--- src/rtl/serial_in_parallel_out_receiver.sv ---
// ---------------------------------------------------------------------------
// serial_in_parallel_out_receiver
//
// Receives the MSB-first serial stream produced by the PISO shift register
// and reassembles DATA_WIDTH-bit words. A one-cycle Frame_Start_In arms
// capture; each Bit_Strobe_In cycle then samples one bit of Serial_Data_In.
// Completed words are presented through a registered valid/ready stage.
//
// Handshake: a word is transferred on every rising edge where
// Data_Valid_Out && Data_Ready_In. While Data_Valid_Out is high and the word
// has not been accepted, Parallel_Data_Out does not change.
//
// Ports
//   Clk_In             clock, all state updates on the rising edge
//   Reset_In           asynchronous, active-high reset
//   Enable_In          freezes the capture FSM and shift register when low
//   Frame_Start_In     one-cycle marker that arms capture of a new word
//   Bit_Strobe_In      Serial_Data_In carries a valid bit this cycle
//   Serial_Data_In     serial data, MSB first
//   Parallel_Data_Out  last completed word
//   Data_Valid_Out     Parallel_Data_Out holds an unconsumed word
//   Data_Ready_In      consumer accepts the word when valid && ready
//   Busy_Out           high while a word is being shifted in
//   Overrun_Error_Out  sticky: word completed while previous one unconsumed
//   Frame_Error_Out    sticky: Frame_Start_In arrived mid-word
//   Clear_Error_In     synchronous clear of both sticky errors
//   state_dbg          capture FSM state (0 = IDLE, 1 = SHIFT)
// ---------------------------------------------------------------------------
module serial_in_parallel_out_receiver #(
  parameter int DATA_WIDTH = 8
) (
  input  logic                  Clk_In,
  input  logic                  Reset_In,
  input  logic                  Enable_In,
  input  logic                  Frame_Start_In,
  input  logic                  Bit_Strobe_In,
  input  logic                  Serial_Data_In,
  output logic [DATA_WIDTH-1:0] Parallel_Data_Out,
  output logic                  Data_Valid_Out,
  input  logic                  Data_Ready_In,
  output logic                  Busy_Out,
  output logic                  Overrun_Error_Out,
  output logic                  Frame_Error_Out,
  input  logic                  Clear_Error_In,
  output logic                  state_dbg
);

  localparam int CNT_W = (DATA_WIDTH > 2) ? $clog2(DATA_WIDTH) : 1;
  localparam logic [CNT_W-1:0] LAST_CNT = CNT_W'(DATA_WIDTH - 1);

  typedef enum logic {
    IDLE  = 1'b0,
    SHIFT = 1'b1
  } state_t;

  state_t                state;
  logic [CNT_W-1:0]      bit_cnt;
  logic [DATA_WIDTH-1:0] shift_reg;

  logic                  sample;
  logic                  complete;
  logic                  accept;
  logic                  overrun_set;
  logic                  frame_set;
  logic [DATA_WIDTH-1:0] next_word;

  // A frame start inside SHIFT restarts the word, so it masks any strobe
  // arriving in the same cycle.
  assign sample      = Enable_In && (state == SHIFT) && !Frame_Start_In && Bit_Strobe_In;
  assign complete    = sample && (bit_cnt == LAST_CNT);
  assign next_word   = {shift_reg[DATA_WIDTH-2:0], Serial_Data_In};
  assign accept      = Data_Valid_Out && Data_Ready_In;
  // A completing word is only dropped when the held word is not leaving
  // on this same edge.
  assign overrun_set = complete && Data_Valid_Out && !Data_Ready_In;
  assign frame_set   = Enable_In && (state == SHIFT) && Frame_Start_In;

  assign Busy_Out  = (state == SHIFT);
  assign state_dbg = state;

  always_ff @(posedge Clk_In or posedge Reset_In) begin
    if (Reset_In) begin
      state             <= IDLE;
      bit_cnt           <= '0;
      shift_reg         <= '0;
      Parallel_Data_Out <= '0;
      Data_Valid_Out    <= 1'b0;
      Overrun_Error_Out <= 1'b0;
      Frame_Error_Out   <= 1'b0;
    end else begin
      // Capture FSM
      if (Enable_In) begin
        case (state)
          IDLE: begin
            if (Frame_Start_In) begin
              state     <= SHIFT;
              bit_cnt   <= '0;
              shift_reg <= '0;
            end
          end
          SHIFT: begin
            if (Frame_Start_In) begin
              bit_cnt   <= '0;
              shift_reg <= '0;
            end else if (Bit_Strobe_In) begin
              shift_reg <= next_word;
              if (bit_cnt == LAST_CNT) begin
                state   <= IDLE;
                bit_cnt <= '0;
              end else begin
                bit_cnt <= bit_cnt + CNT_W'(1);
              end
            end
          end
          default: begin
            state   <= IDLE;
            bit_cnt <= '0;
          end
        endcase
      end

      // Output stage
      if (complete && !overrun_set) begin
        Parallel_Data_Out <= next_word;
        Data_Valid_Out    <= 1'b1;
      end else if (accept) begin
        Data_Valid_Out <= 1'b0;
      end

      // Sticky errors: a new event outranks a same-cycle clear.
      if (overrun_set)
        Overrun_Error_Out <= 1'b1;
      else if (Clear_Error_In)
        Overrun_Error_Out <= 1'b0;

      if (frame_set)
        Frame_Error_Out <= 1'b1;
      else if (Clear_Error_In)
        Frame_Error_Out <= 1'b0;
    end
  end

endmodule

--- config.mk ---
export PLATFORM = sky130hd
export DESIGN_NAME = serial_in_parallel_out_receiver
export DESIGN_NICKNAME = d
export VERILOG_FILES = /design/src/rtl/serial_in_parallel_out_receiver.sv
export SDC_FILE = /design/constraint.sdc
export NUM_CORES = 1
export LEC_CHECK = 0
export CAP_MARGIN = 20
export CORE_MARGIN = 2
export CORE_UTILIZATION = 40
export DETAILED_ROUTE_END_ITERATION = 10
export GPL_TIMING_DRIVEN = 0
export PLACE_DENSITY = 0.67
export SYNTH_ARGS = -nofsm -noshare
export SYNTH_HDL_FRONTEND = slang
export SYNTH_SLANG_ARGS = --single-unit
--- constraint.sdc ---
create_clock -name Clk_In -period 2.55 [get_ports Clk_In]
set_input_delay 0.255 -clock Clk_In [delete_from_list [all_inputs] [get_ports Clk_In]]
set_output_delay 0.255 -clock Clk_In [all_outputs]
set_load 0.005 [all_outputs]
==> metrics.json <==
{
  "regToRegEndpoint": "Parallel_Data_Out[4]",
  "buffers_on_ports": 20,
  "cell_repeated_most_along_the_worst_path": "ha_1",
  "timing.critical_path.required_ps": 2760,
  "critical-path-max-stage-delay_ps": 440,
  "setup.worst_path.end_class": "register",
  "timing.critical_path.from_type": "register",
  "critical_path.endpoint": "Parallel_Data_Out[4]",
  "finClkSkew_ps": 6.79,
  "clock-root-buffer": "clkbuf_4",
  "wirelength_um": 1380,
  "drv_cap": 0,
  "setup_violations": 0,
  "synth-warning-count": 0,
  "numClockSinks": 22,
  "initial_utilization_pct": 43.3,
  "grt_first_pass_wirelength_um": 2460,
  "cp_slowest_cell": "nor3b_4",
  "final_util_pct": 57.4,
  "final.period_utilization_pct": 68.2,
  "clkTransAtPathRegs_ps": 120,
  "min-delay-path-class": "input port to asynchronous set/reset pin",
  "stages_on_worst_setup_path": 5,
  "core_region_area_um2": 2020,
  "placementRows": 16,
  "drc_errors": 0,
  "timing.critical_path.from": "bit_cnt[0]",
  "finalWorstPathRequiredPeriod_ps": 1740,
  "synth.distinct_cells": 17,
  "max_slew.worst_pin.slew_ps": 790,
  "power-per-cell-area_nw_per_um2": 585,
  "per_cell_via_count_in_the_routed_design": 5.09,
  "setup-tns-final_ps": 0,
  "power.total_mw": 0.679,
  "critical_path.cell_chain": "ha_1 > ha_1 > nand3_2 > nor3b_4 > mux2_2",
  "worst-endpoint-arrival_ps": 1950,
  "number_of_flip_flops_under_the_largest_register_name": 8,
  "p_leak_nw": 0.551,
  "clock_tree_from_tritoncts": "done",
  "number_of_nets_in_the_synthesized_netlist": 71,
  "grt_setup_unrepaired": "no",
  "fmax_ghz": 0.575,
  "finalHoldViolCount": 0,
  "fp.dieArea_um2": 2580,
  "num_io_pins": 21,
  "ys_ff_latch": 22,
  "critical_path_class": "register to register",
  "area.growth.synth_to_final_pct": 32.8,
  "layout.cell_area.non_filler_um2": 1160,
  "grt_max_degree": 23,
  "synth.yosys.seq_area_share_pct": 62.9,
  "ctsHtreeMaxLevel": 1,
  "cts_buffers": 3,
  "fp.dieH_um": 50.8,
  "worstReg2RegStart": "bit_cnt[0]",
  "worst-r2r-setup-slack_ps": 810,
  "clk_path_buf_depth": 2,
  "final_max_slew_viol_count": 0,
  "postRouteAntennaNets": 0,
  "global_route.usage.total_pct": 12.7,
  "cts_resized": 0,
  "outcome": "complete, no violations",
  "antenna_found_initial": 0,
  "antenna-diode-count": 0,
  "holdBufCountCts": 0,
  "postCtsSetupRepairBufs": 0,
  "clk_latency_ps": 310,
  "final_nets": 96,
  "die-width_um": 50.8,
  "worst_hold_slack_ps": 384,
  "cp_num_buf_inv": 0,
  "post_synth_inst_count": 61,
  "routabilityCongestion": 0.692,
  "worst-r2r-cell-count": 5,
  "synth.avg_cell_area_um2": 14.3,
  "drt_first_pass_iters": 4,
  "route.detailed.wl_per_inst_um": 12.3,
  "drive_above_1_share_pct": 20.0,
  "critical_path.max_fanout": 8,
  "path_delay_family": "simple AND/OR/NAND/NOR gates",
  "maximum_vdd_drop_v": 0.000391,
  "netlist_area_um2": 875,
  "timing.max_slew.rel_slack_pct": 47.3,
  "first_global_vias": 567,
  "placed_cell_area_um2": 1110,
  "num_vias": 570,
  "grt_remaining_overflow": 0,
  "detail_route.iter0.violations": 7
}
[final cells by class]
cell class | count | area [µm²]
clock inverter | 1 | 30.0
buffer | 1 | 7.51
inverter | 3 | 11.3
clock buffer | 3 | 22.5
sequential | 22 | 551
multi-input combinational | 35 | 305
fill | 188 | 861
tap | 27 | 33.8
timing repair buffer | 20 | 200
[cell families after synthesis]
logic type,Yosys count,synth area share [%]
and+or+nand+nor,11,8.30
DFF,22,62.9
buffers and inverters,4,2.15
adders and majority gates,2,2.86
muxes,9,11.6
AOI/OAI and AO/OA,13,12.2
[cell usage in the layout, fill, tap and decap left out]
cell type and n:
inv_1 3, nand2_1 3, clkbuf_4 3, o22ai_1 1
bufinv_16 1, ha_1 2, o21ai_0 1, nand2b_1 2
a22o_1 10, a21o_1 1, nand3_2 1, buf_4 1
mux2_2 9, nor3b_4 1, clkdlybuf4s50_1 20, nor2_1 1
dfrtp_1 22, nand3_1 1, or2_2 1, nor3_1 1
[worst reg2reg max path: stages, from the launching register on]
cell,delay [ps]
dfrtp_1,380
ha_1,150
ha_1,170
nand3_2,110
nor3b_4,440
mux2_2,390
[power by group]
group / internal, mW / total, mW / leakage [nW] / switching (mW)
Combinational: 0.0256 / 0.0485 / 0.226 / 0.0230
Clock: 0.159 / 0.263 / 0.0279 / 0.105
Sequential: 0.360 / 0.367 / 0.298 / 0.00737
[metal layers]
layer,share of wire [%],wire [µm],vias up,GRT usage [%]
li1,-,-,267,-
met1,50,687,281,16.9
met2,43,591,20,19.5
met3,6.0,82,2,3.27
met4,1.0,14,0,5.41
met5,0,0,-,0
[Yosys cell counts, drive strengths merged]
cell | number | share of area [%]
inv | 3 | 1.3
o21ai | 1 | 0.57
o22ai | 1 | 0.72
a22o | 10 | 10
ha | 2 | 2.9
or2 | 1 | 0.72
a21o | 1 | 0.86
nor3 | 1 | 0.57
nand2 | 3 | 1.3
nor2 | 1 | 0.43
dfrtp | 22 | 63
buf | 1 | 0.86
nor3b | 1 | 2.1
mux2 | 9 | 12
nand2b | 2 | 1.4
nand3 | 2 | 1.7
[worst min path at each step]
stage | depth (start not counted) | startpoint | to
after floorplan | 1 | Reset_In | Busy_Out
after global placement | 1 | shift_reg[6] | shift_reg[6]
after detailed placement | 1 | shift_reg[6] | shift_reg[6]
after CTS | 2 | Reset_In | Parallel_Data_Out[7]
after global routing | 2 | Reset_In | Overrun_Error_Out
final | 2 | Reset_In | shift_reg[6]
[per-stage QoR]
stage          worst slack [ps]  cells
3_5_place_dp                593    108
5_1_grt                     707    112
3_3_place_gp                621    108
2_1_floorplan               963     61
6_report                    811    112
4_1_cts                     756    112
Note: power is estimated with default switching activity, not from simulation.
